File: config.mk
export PLATFORM = sky130hd
export DESIGN_NAME = fix_to_fp_converter
export DESIGN_NICKNAME = d
export VERILOG_FILES = /design/src/rtl/fix_to_fp_converter.sv
export SDC_FILE = /design/constraint.sdc
export NUM_CORES = 1
export LEC_CHECK = 0
export BUFFER_PORTS_ARGS = -buffer_cell sky130_fd_sc_hd__buf_2
export CORE_UTILIZATION = 30
export DETAILED_ROUTE_END_ITERATION = 10
export PLACE_DENSITY_LB_ADDON = 0.05
export SLEW_MARGIN = 20
export SYNTH_ARGS = -nofsm -noshare
export SYNTH_HDL_FRONTEND = slang
export SYNTH_SLANG_ARGS = --single-unit
File: constraint.sdc
create_clock -name clk -period 6.5 [get_ports clk]
set_input_delay 1.3 -clock clk [delete_from_list [all_inputs] [get_ports clk]]
set_output_delay 1.3 -clock clk [all_outputs]
set_load 0.005 [all_outputs]
File: src/rtl/fix_to_fp_converter.sv
// Signed fixed-point to IEEE-754 single-precision converter.
// Normalises one bit per cycle, then rounds to nearest-even; one conversion in flight.
module fix_to_fp_converter #(
    parameter int IN_W   = 32,
    parameter int FRAC_W = 16
) (
    input  logic            clk,
    input  logic            rst_n,
    input  logic            in_valid,
    output logic            in_ready,
    input  logic [IN_W-1:0] in_data,
    output logic            out_valid,
    input  logic            out_ready,
    output logic [31:0]     out_data,
    output logic            busy
);

    typedef enum logic [1:0] {
        S_IDLE,
        S_NORM,
        S_ROUND,
        S_DONE
    } state_t;

    // Exponent of the input MSB weight: 2^(IN_W-1-FRAC_W), biased.
    localparam logic [7:0] EXP_INIT = 8'(127 + IN_W - 1 - FRAC_W);

    state_t          state_q,     state_d;
    logic            sign_q,      sign_d;
    logic [IN_W-1:0] mag_q,       mag_d;
    logic [7:0]      exp_q,       exp_d;
    logic [31:0]     out_data_q,  out_data_d;
    logic            out_valid_q, out_valid_d;
    logic            busy_q,      busy_d;
    logic            in_ready_q,  in_ready_d;

    logic [IN_W-1:0] mag_in;
    logic [22:0]     mant_trunc;
    logic            round_up;
    logic [23:0]     mant_sum;
    logic [22:0]     mant_final;
    logic [7:0]      exp_final;

    // Two's-complement magnitude; the most-negative input wraps to 2^(IN_W-1).
    assign mag_in = in_data[IN_W-1] ? ((~in_data) + {{(IN_W-1){1'b0}}, 1'b1}) : in_data;

    // Mantissa extraction below the hidden bit, with round-to-nearest-even
    // only when the magnitude carries more bits than the fp32 fraction holds.
    generate
        if (IN_W >= 25) begin : g_round
            logic guard;
            logic sticky;
            assign mant_trunc = mag_q[IN_W-2 -: 23];
            assign guard      = mag_q[IN_W-25];
            if (IN_W >= 26) begin : g_sticky
                assign sticky = |mag_q[IN_W-26:0];
            end else begin : g_no_sticky
                assign sticky = 1'b0;
            end
            assign round_up = guard & (sticky | mant_trunc[0]);
        end else if (IN_W == 24) begin : g_exact
            assign mant_trunc = mag_q[22:0];
            assign round_up   = 1'b0;
        end else begin : g_pad
            assign mant_trunc = {mag_q[IN_W-2:0], {(24-IN_W){1'b0}}};
            assign round_up   = 1'b0;
        end
    endgenerate

    // A carry out of the fraction leaves it all-zero and bumps the exponent.
    assign mant_sum   = {1'b0, mant_trunc} + {23'd0, round_up};
    assign mant_final = mant_sum[22:0];
    assign exp_final  = exp_q + {7'd0, mant_sum[23]};

    always_comb begin
        state_d    = state_q;
        sign_d     = sign_q;
        mag_d      = mag_q;
        exp_d      = exp_q;
        out_data_d = out_data_q;

        unique case (state_q)
            S_IDLE: begin
                if (in_valid && in_ready_q) begin
                    sign_d = in_data[IN_W-1];
                    mag_d  = mag_in;
                    if (mag_in == '0) begin
                        out_data_d = 32'h0000_0000;
                        state_d    = S_DONE;
                    end else begin
                        exp_d   = EXP_INIT;
                        state_d = S_NORM;
                    end
                end
            end
            S_NORM: begin
                if (!mag_q[IN_W-1]) begin
                    mag_d = mag_q << 1;
                    exp_d = exp_q - 8'd1;
                end else begin
                    state_d = S_ROUND;
                end
            end
            S_ROUND: begin
                out_data_d = {sign_q, exp_final, mant_final};
                state_d    = S_DONE;
            end
            S_DONE: begin
                if (out_valid_q && out_ready) begin
                    state_d = S_IDLE;
                end
            end
            default: state_d = S_IDLE;
        endcase

        out_valid_d = (state_d == S_DONE);
        busy_d      = (state_d == S_NORM) || (state_d == S_ROUND);
        in_ready_d  = (state_d == S_IDLE);
    end

    always_ff @(posedge clk or negedge rst_n) begin
        if (!rst_n) begin
            state_q     <= S_IDLE;
            sign_q      <= 1'b0;
            mag_q       <= '0;
            exp_q       <= 8'd0;
            out_data_q  <= 32'd0;
            out_valid_q <= 1'b0;
            busy_q      <= 1'b0;
            in_ready_q  <= 1'b1;
        end else begin
            state_q     <= state_d;
            sign_q      <= sign_d;
            mag_q       <= mag_d;
            exp_q       <= exp_d;
            out_data_q  <= out_data_d;
            out_valid_q <= out_valid_d;
            busy_q      <= busy_d;
            in_ready_q  <= in_ready_d;
        end
    end

    assign in_ready  = in_ready_q;
    assign out_valid = out_valid_q;
    assign out_data  = out_data_q;
    assign busy      = busy_q;

endmodule

==> flow_metrics.py, run 1 <==
metrics = {
    "outcome": {
        "outcome": "completed",
    },
    "clocking": {
        "htree_num_levels": 3,
        "cts.sinks": 78,
        "clock_latency_ns": 0.34,
        "cts_tree": "built",
        "post_cts_buffers": 0,
        "clkSlewWorstSetupHoldPaths_ns": 0.06,
        "holdBufCountCts": 0,
        "clock_path_buffers": 2,
        "clockRootBuffer": "clkbuf_16",
        "cts_resized": 0,
        "cts_buffers": 9,
    },
    "pwr": {
        "p_seq_share_pct": 42.6,
        "power.leakage_uw": 0.00225,
        "ir_drop_v": 0.000128,
        "combinationalPowerShare_pct": 7.9,
        "clkPwrFrac_pct": 49.6,
        "internal_power_uw": 883,
        "switching_power_uw": 258,
        "swShare_pct": 22.6,
        "total_power_uw": 1140,
        "powerDensity_mw_per_mm2": 192,
    },
    "timing": {
        "fin_setup_tns_ns": 0,
        "setup_viol": 0,
        "relSlewSlack_pct": 43.3,
        "max_freq_ghz": 0.214,
        "finalCritPeriodShare_pct": 71.9,
        "slew_violations": 0,
        "tightest_slew_ns": 0.851,
        "hold_viol_final": 0,
        "rsz0062_at_grt": "false",
        "skew_ns": 0.00803,
        "finalCriticalPeriod_ns": 4.67,
    },
    "critical_path": {
        "critPathCaptureType": "flop",
        "startpoint_type": "input pin",
        "r2r_start": "mag_q[14]",
        "arrival_ns": 4.85,
        "rrSetupSlack_ns": 3.72,
        "required_ns": 6.68,
        "crit_buf_inv": 2,
        "crit_fanout": 32,
        "r2r_end": "out_data[28]",
        "r2r_cells": 11,
        "critPathSlowestCell": "or4_4",
        "slowest_delay_ns": 0.60,
        "crit_family": "simple AND/OR/NAND/NOR gates",
        "path_cells": "buf_2, nor4_1, nand3_1, o41ai_2, xor2_1, nand4_1, or4_4, nor4_4, buf_4, a211oi_1",
        "critPathKind": "input pin to flop",
    },
    "synthesis": {
        "syn-cell-area_sq_mm": 0.00512,
        "ys_seq_area_share_pct": 38.2,
        "synthXorXnorAreaFrac_pct": 9.58,
        "synth_cells": 551,
        "synth-compound-area-share_pct": 23.1,
        "ys_types": 62,
        "synth-simple-area-share_pct": 21.2,
        "synth.avg_cell_area_sq_um": 9.29,
        "async_flop_share_pct": 100,
        "yosys_most_used_dff": "dfrtp_1",
        "synthAdderAreaFrac_pct": 1.71,
        "syn-num-nets": 594,
        "synth_edf_count": 0,
        "ys_ff_latch": 78,
        "synth_top_family_by_area": "compound AO/OA/AOI/OAI gates",
        "yosysWarningCount": 0,
        "synth_mux_area_share_pct": 1.20,
    },
    "global_route": {
        "gr-total-overflow": 0,
        "grt_pass1_vias": 4120,
        "grt_pass1_wl_mm": 23.0,
        "grt_antenna_before_repair": 0,
        "grt_start_max_net_pins": 62,
        "grtUsageTotal_pct": 16.5,
    },
    "final_layout": {
        "diodes": 0,
        "nets": 640,
        "layout_commonest_cell": "dfrtp_1",
        "area_delta_synth_final_pct": 16.0,
        "stdcell_count": 822,
        "drive_gt1_share_pct": 23.8,
        "layout_common_cells": "dfrtp_1 (77), buf_2 (69), nor2_1 (45)",
    },
    "floorplan": {
        "die_w_um": 133,
        "io_pins": 71,
        "rows": 47,
        "dieArea_sq_mm": 0.0176,
        "core_sq_mm": 0.0166,
        "die_h_um": 133,
        "initial_utilization_pct": 30.8,
    },
    "placement": {
        "gp_congestion": 0.857,
        "port_buffers": 70,
        "hpwl_mm": 10.3,
        "dp_cells": 806,
    },
    "route": {
        "viasPerCell": 5.23,
        "drtIter0Drc": 182,
        "drc_errors": 0,
        "antenna_left": 0,
        "routed_wirelength_mm": 13.8,
        "firstDrtPassIters": 4,
        "vias": 4299,
        "routedWlPerCell_um": 16.8,
    },
    "worst_hold_path": {
        "min_from": "sign_q",
        "holdPathStages": 2,
        "min_path_type": "flop to flop",
        "holdPathEnd": "sign_q",
    },
    "job": {
        "maxCapViolCount": 0,
    },
}
## worst reg2reg max path, delay by kind of cell (launching register included)
family	cells	cell delay, ns
XOR/XNOR	1	0.18
adder cells (fa/ha/maj)	1	0.16
AO/OA/AOI/OAI	1	0.22
AND/OR/NAND/NOR	8	1.66
flip-flops	1	0.46
## logic make-up after synthesis
family,after synthesis
buffers and inverters,56
AND/OR/NAND/NOR,200
multiplexers,6
adder cells (fa/ha/maj),7
flip-flops,78
XOR/XNOR,56
AO/OA/AOI/OAI,148
## per-layer routing
metal	global-route usage [%]	share of wire [%]
met1	24.2	52
met2	24.5	44
met3	2.87	2.9
met4	5.43	1.6
met5	0	0
## state kept, by name, summed over array words and instances, names as in the netlist
name       flops
sign_q         1
busy           1
out_valid      1
in_ready       1
mag_q         32
out_data      32
state_q        2
exp_q          8
## worst max path at each step
stage                      from            to  depth (start not counted)
floorplan            in_data[7]  out_data[10]                         11
global placement    in_data[11]   out_data[2]                         10
detailed placement  in_data[11]   out_data[2]                         10
CTS                 in_data[11]   out_data[2]                         10
global route        in_data[11]   out_data[2]                         10
finish              in_data[11]   out_data[2]                         10
## final cells by class
class                           instances  area, sq um
Clock buffer                           13          270
Clock inverter                          3         65.1
Fill cell                            1731        10700
Inverter                               14         52.6
Multi-Input combinational cell        417         2920
Sequential cell                        78         1950
Tap cell                              220          275
Timing Repair Buffer                   77          405
## power groups by stage
stage / clock, uW / combinational, uW / sequential [uW]
final: 565 / 89.9 / 486
after global routing: 607 / 101 / 485
after CTS: 581 / 91.5 / 486
after detailed placement: 0 / 91.3 / 494
after global placement: 0 / 90.6 / 494
after floorplan: 0 / 47.6 / 495
## per-stage QoR
stage	worst slack, ns	area, sq um	hold slack, ns	util, %
6_report	1.83	5940	0.483	35.7
5_1_grt	1.57	5940	0.525	35.7
4_1_cts	1.74	5940	0.488	35.7
3_5_place_dp	1.38	5600	0.474	33.7
3_3_place_gp	1.24	5600	0.466	33.7
2_1_floorplan	2.10	5120	0.446	-
## synthesized netlist by cell type, drive strengths merged (10+ instances only)
master | instances | area share [%]
dfrtp | 77 | 38
nor2 | 51 | 3.9
xor2 | 39 | 6.7
o21ai | 35 | 3.4
a22oi | 32 | 4.7
a211oi | 31 | 7.1
clkbuf | 30 | 2.2
nand2 | 30 | 2.2
nand3 | 27 | 2.6
xnor2 | 17 | 2.9
nor3 | 16 | 1.6
inv | 14 | 1.0
o31ai | 14 | 2.1
buf | 12 | 1.9
and3 | 11 | 1.3
nand4 | 10 | 1.2
nor4 | 10 | 1.8
or3 | 10 | 1.2
Power figures use the tool's default switching activity.
==> inputs of run 2 (changes only) <==
- clock period: 6.5 -> 3.9 ns (I/O delays scaled with it)
==> flow_metrics.py, run 2 (synthesis gave the netlist of run 1 again) <==
metrics = {
    "route": {
        "drc_errors": 0,
        "drtIter0Drc": 264,
        "antenna_left": 0,
        "routed_wirelength_mm": 14.6,
        "firstDrtPassIters": 4,
        "vias": 4541,
        "routedWlPerCell_um": 16.4,
        "viasPerCell": 5.13,
    },
    "clocking": {
        "htree_num_levels": 3,
        "cts_tree": "built",
        "clockRootBuffer": "clkbuf_16",
        "holdBufCountCts": 0,
        "clock_path_buffers": 2,
        "clkSlewWorstSetupHoldPaths_ns": 0.06,
        "cts.sinks": 78,
        "clock_latency_ns": 0.33,
        "cts_buffers": 9,
    },
    "critical_path": {
        "crit_fanout": 16,
        "path_cells": "buf_2, or4_1, or2_0, o41ai_2, xor2_1, nand4_1, or4_4, nor4_4, buf_4, buf_6, a211oi_2",
        "rrSetupSlack_ns": 1.07,
        "crit_buf_inv": 3,
        "critPathSlowestCell": "or4_1",
        "arrival_ns": 3.95,
        "crit_family": "simple AND/OR/NAND/NOR gates",
        "critPathKind": "input pin to flop",
        "critPathCaptureType": "flop",
        "r2r_start": "mag_q[14]",
        "startpoint_type": "input pin",
        "required_ns": 4.10,
        "r2r_end": "out_data[28]",
        "slowest_delay_ns": 0.60,
        "r2r_cells": 11,
    },
    "timing": {
        "slew_violations": 0,
        "fin_ws_ns": 0.147,
        "max_freq_ghz": 0.266,
        "skew_ns": 0.00633,
        "finalCriticalPeriod_ns": 3.75,
        "setup_viol": 0,
        "hold_slack_ns": 0.460,
        "tightest_slew_ns": 0.760,
        "finalCritPeriodShare_pct": 96.2,
        "rsz0062_at_grt": "false",
        "relSlewSlack_pct": 49.3,
        "hold_viol_final": 0,
    },
    "job": {
        "maxCapViolCount": 0,
    },
    "placement": {
        "gp_congestion": 0.843,
        "pre_cts_ws_ns": -0.243,
        "dp_cells": 863,
        "hpwl_mm": 10.8,
        "port_buffers": 70,
    },
    "global_route": {
        "gr-total-overflow": 0,
        "grt_antenna_before_repair": 0,
        "grtUsageTotal_pct": 17.4,
        "grt_pass1_wl_mm": 24.3,
        "grt_pass1_vias": 4571,
        "grt_start_max_net_pins": 79,
    },
    "floorplan": {
        "io_pins": 71,
        "dieArea_sq_mm": 0.0176,
        "rows": 47,
        "core_sq_mm": 0.0166,
        "die_w_um": 133,
        "initial_utilization_pct": 30.8,
        "die_h_um": 133,
    },
    "final_layout": {
        "stdcell_count": 885,
        "fillers": 1719,
        "layout_common_cells": "dfrtp_1 (77), buf_2 (69), buf_4 (68)",
        "diodes": 0,
        "nets": 703,
        "drive_gt1_share_pct": 30.7,
        "layout_commonest_cell": "dfrtp_1",
        "area_delta_synth_final_pct": 24.5,
    },
    "pwr": {
        "power.leakage_uw": 0.00253,
        "ir_drop_v": 0.000183,
        "total_power_uw": 1770,
        "powerDensity_mw_per_mm2": 278,
    },
    "worst_hold_path": {
        "min_path_type": "input pin to asynchronous set/reset pin",
    },
    "outcome": {
        "outcome": "completed",
    },
}
-- run 2: cell types whose count changed in the layout (fill, tap and decap cells not counted), sizes merged --
cell,change
clkbuf,+1
bufinv,-2
buf,+62
inv,+1
clkinv,+1
-- run 2: layout make-up --
class	instances	area, sq um	share of cell area, %
Inverter	14	52.6	0.825
Sequential cell	78	1950	30.7
Multi-Input combinational cell	417	2920	45.8
Timing Repair Buffer	140	903	14.2
Tap cell	220	275	4.32
Clock buffer	13	250	3.93
Clock inverter	3	18.8	0.295
-- run 2: worst max path at each step --
| stage | start | to | cells past startpoint |
|---|---|---|---|
| 6_report | in_data[22] | out_data[10] | 11 |
| 5_1_grt | in_data[1] | out_data[0] | 12 |
| 4_1_cts | in_data[7] | out_data[0] | 11 |
| 3_5_place_dp | in_data[7] | out_data[0] | 11 |
| 3_3_place_gp | in_data[0] | out_data[0] | 12 |
| 2_1_floorplan | in_data[7] | out_data[10] | 11 |
-- run 2: where the power goes --
part / leakage, uW / switching, uW / internal [uW] / total (uW)
Sequential: 0.000878 / 0 / 809 / 809
Combinational: 0.00152 / 107 / 83.9 / 190
Clock: 0.000134 / 321 / 449 / 770
-- run 2: metal layers --
metal	up-vias	wire (um)	global-route usage, %
met1	2180	7220	24.6
met2	86	6600	27.3
li1	2262	-	-
met4	0	201	5.24
met3	13	535	2.57
met5	-	0	0
-- run 2: what timing repair did --
item,CTS,global route
resized for setup,0,2
setup buffers,0,5
endpoints found under the setup margin,0,21
endpoints found under the hold margin,0,0
-- run 2: worst register-to-register path, cell delays in order, from the launching register on --
cell and delay (ns):
dfrtp_1 0.45, and3_1 0.22, and3_1 0.21, nand3_1 0.11, nor3_1 0.39, and2_1 0.28
and3_1 0.19, ha_1 0.16, and3_1 0.23, nand3_1 0.11, xor2_1 0.18, a211oi_2 0.21
-- run 2: through the flow --
stage / cell area (sq um) / setup TNS (ns) / utilization (%)
2_1_floorplan: 5120 / 0 / -
6_report: 6370 / 0 / 38.3
3_5_place_dp: 6040 / -7.13 / 36.3
3_3_place_gp: 6040 / -5.98 / 36.3
5_1_grt: 6370 / 0 / 38.3
4_1_cts: 6310 / 0 / 37.9
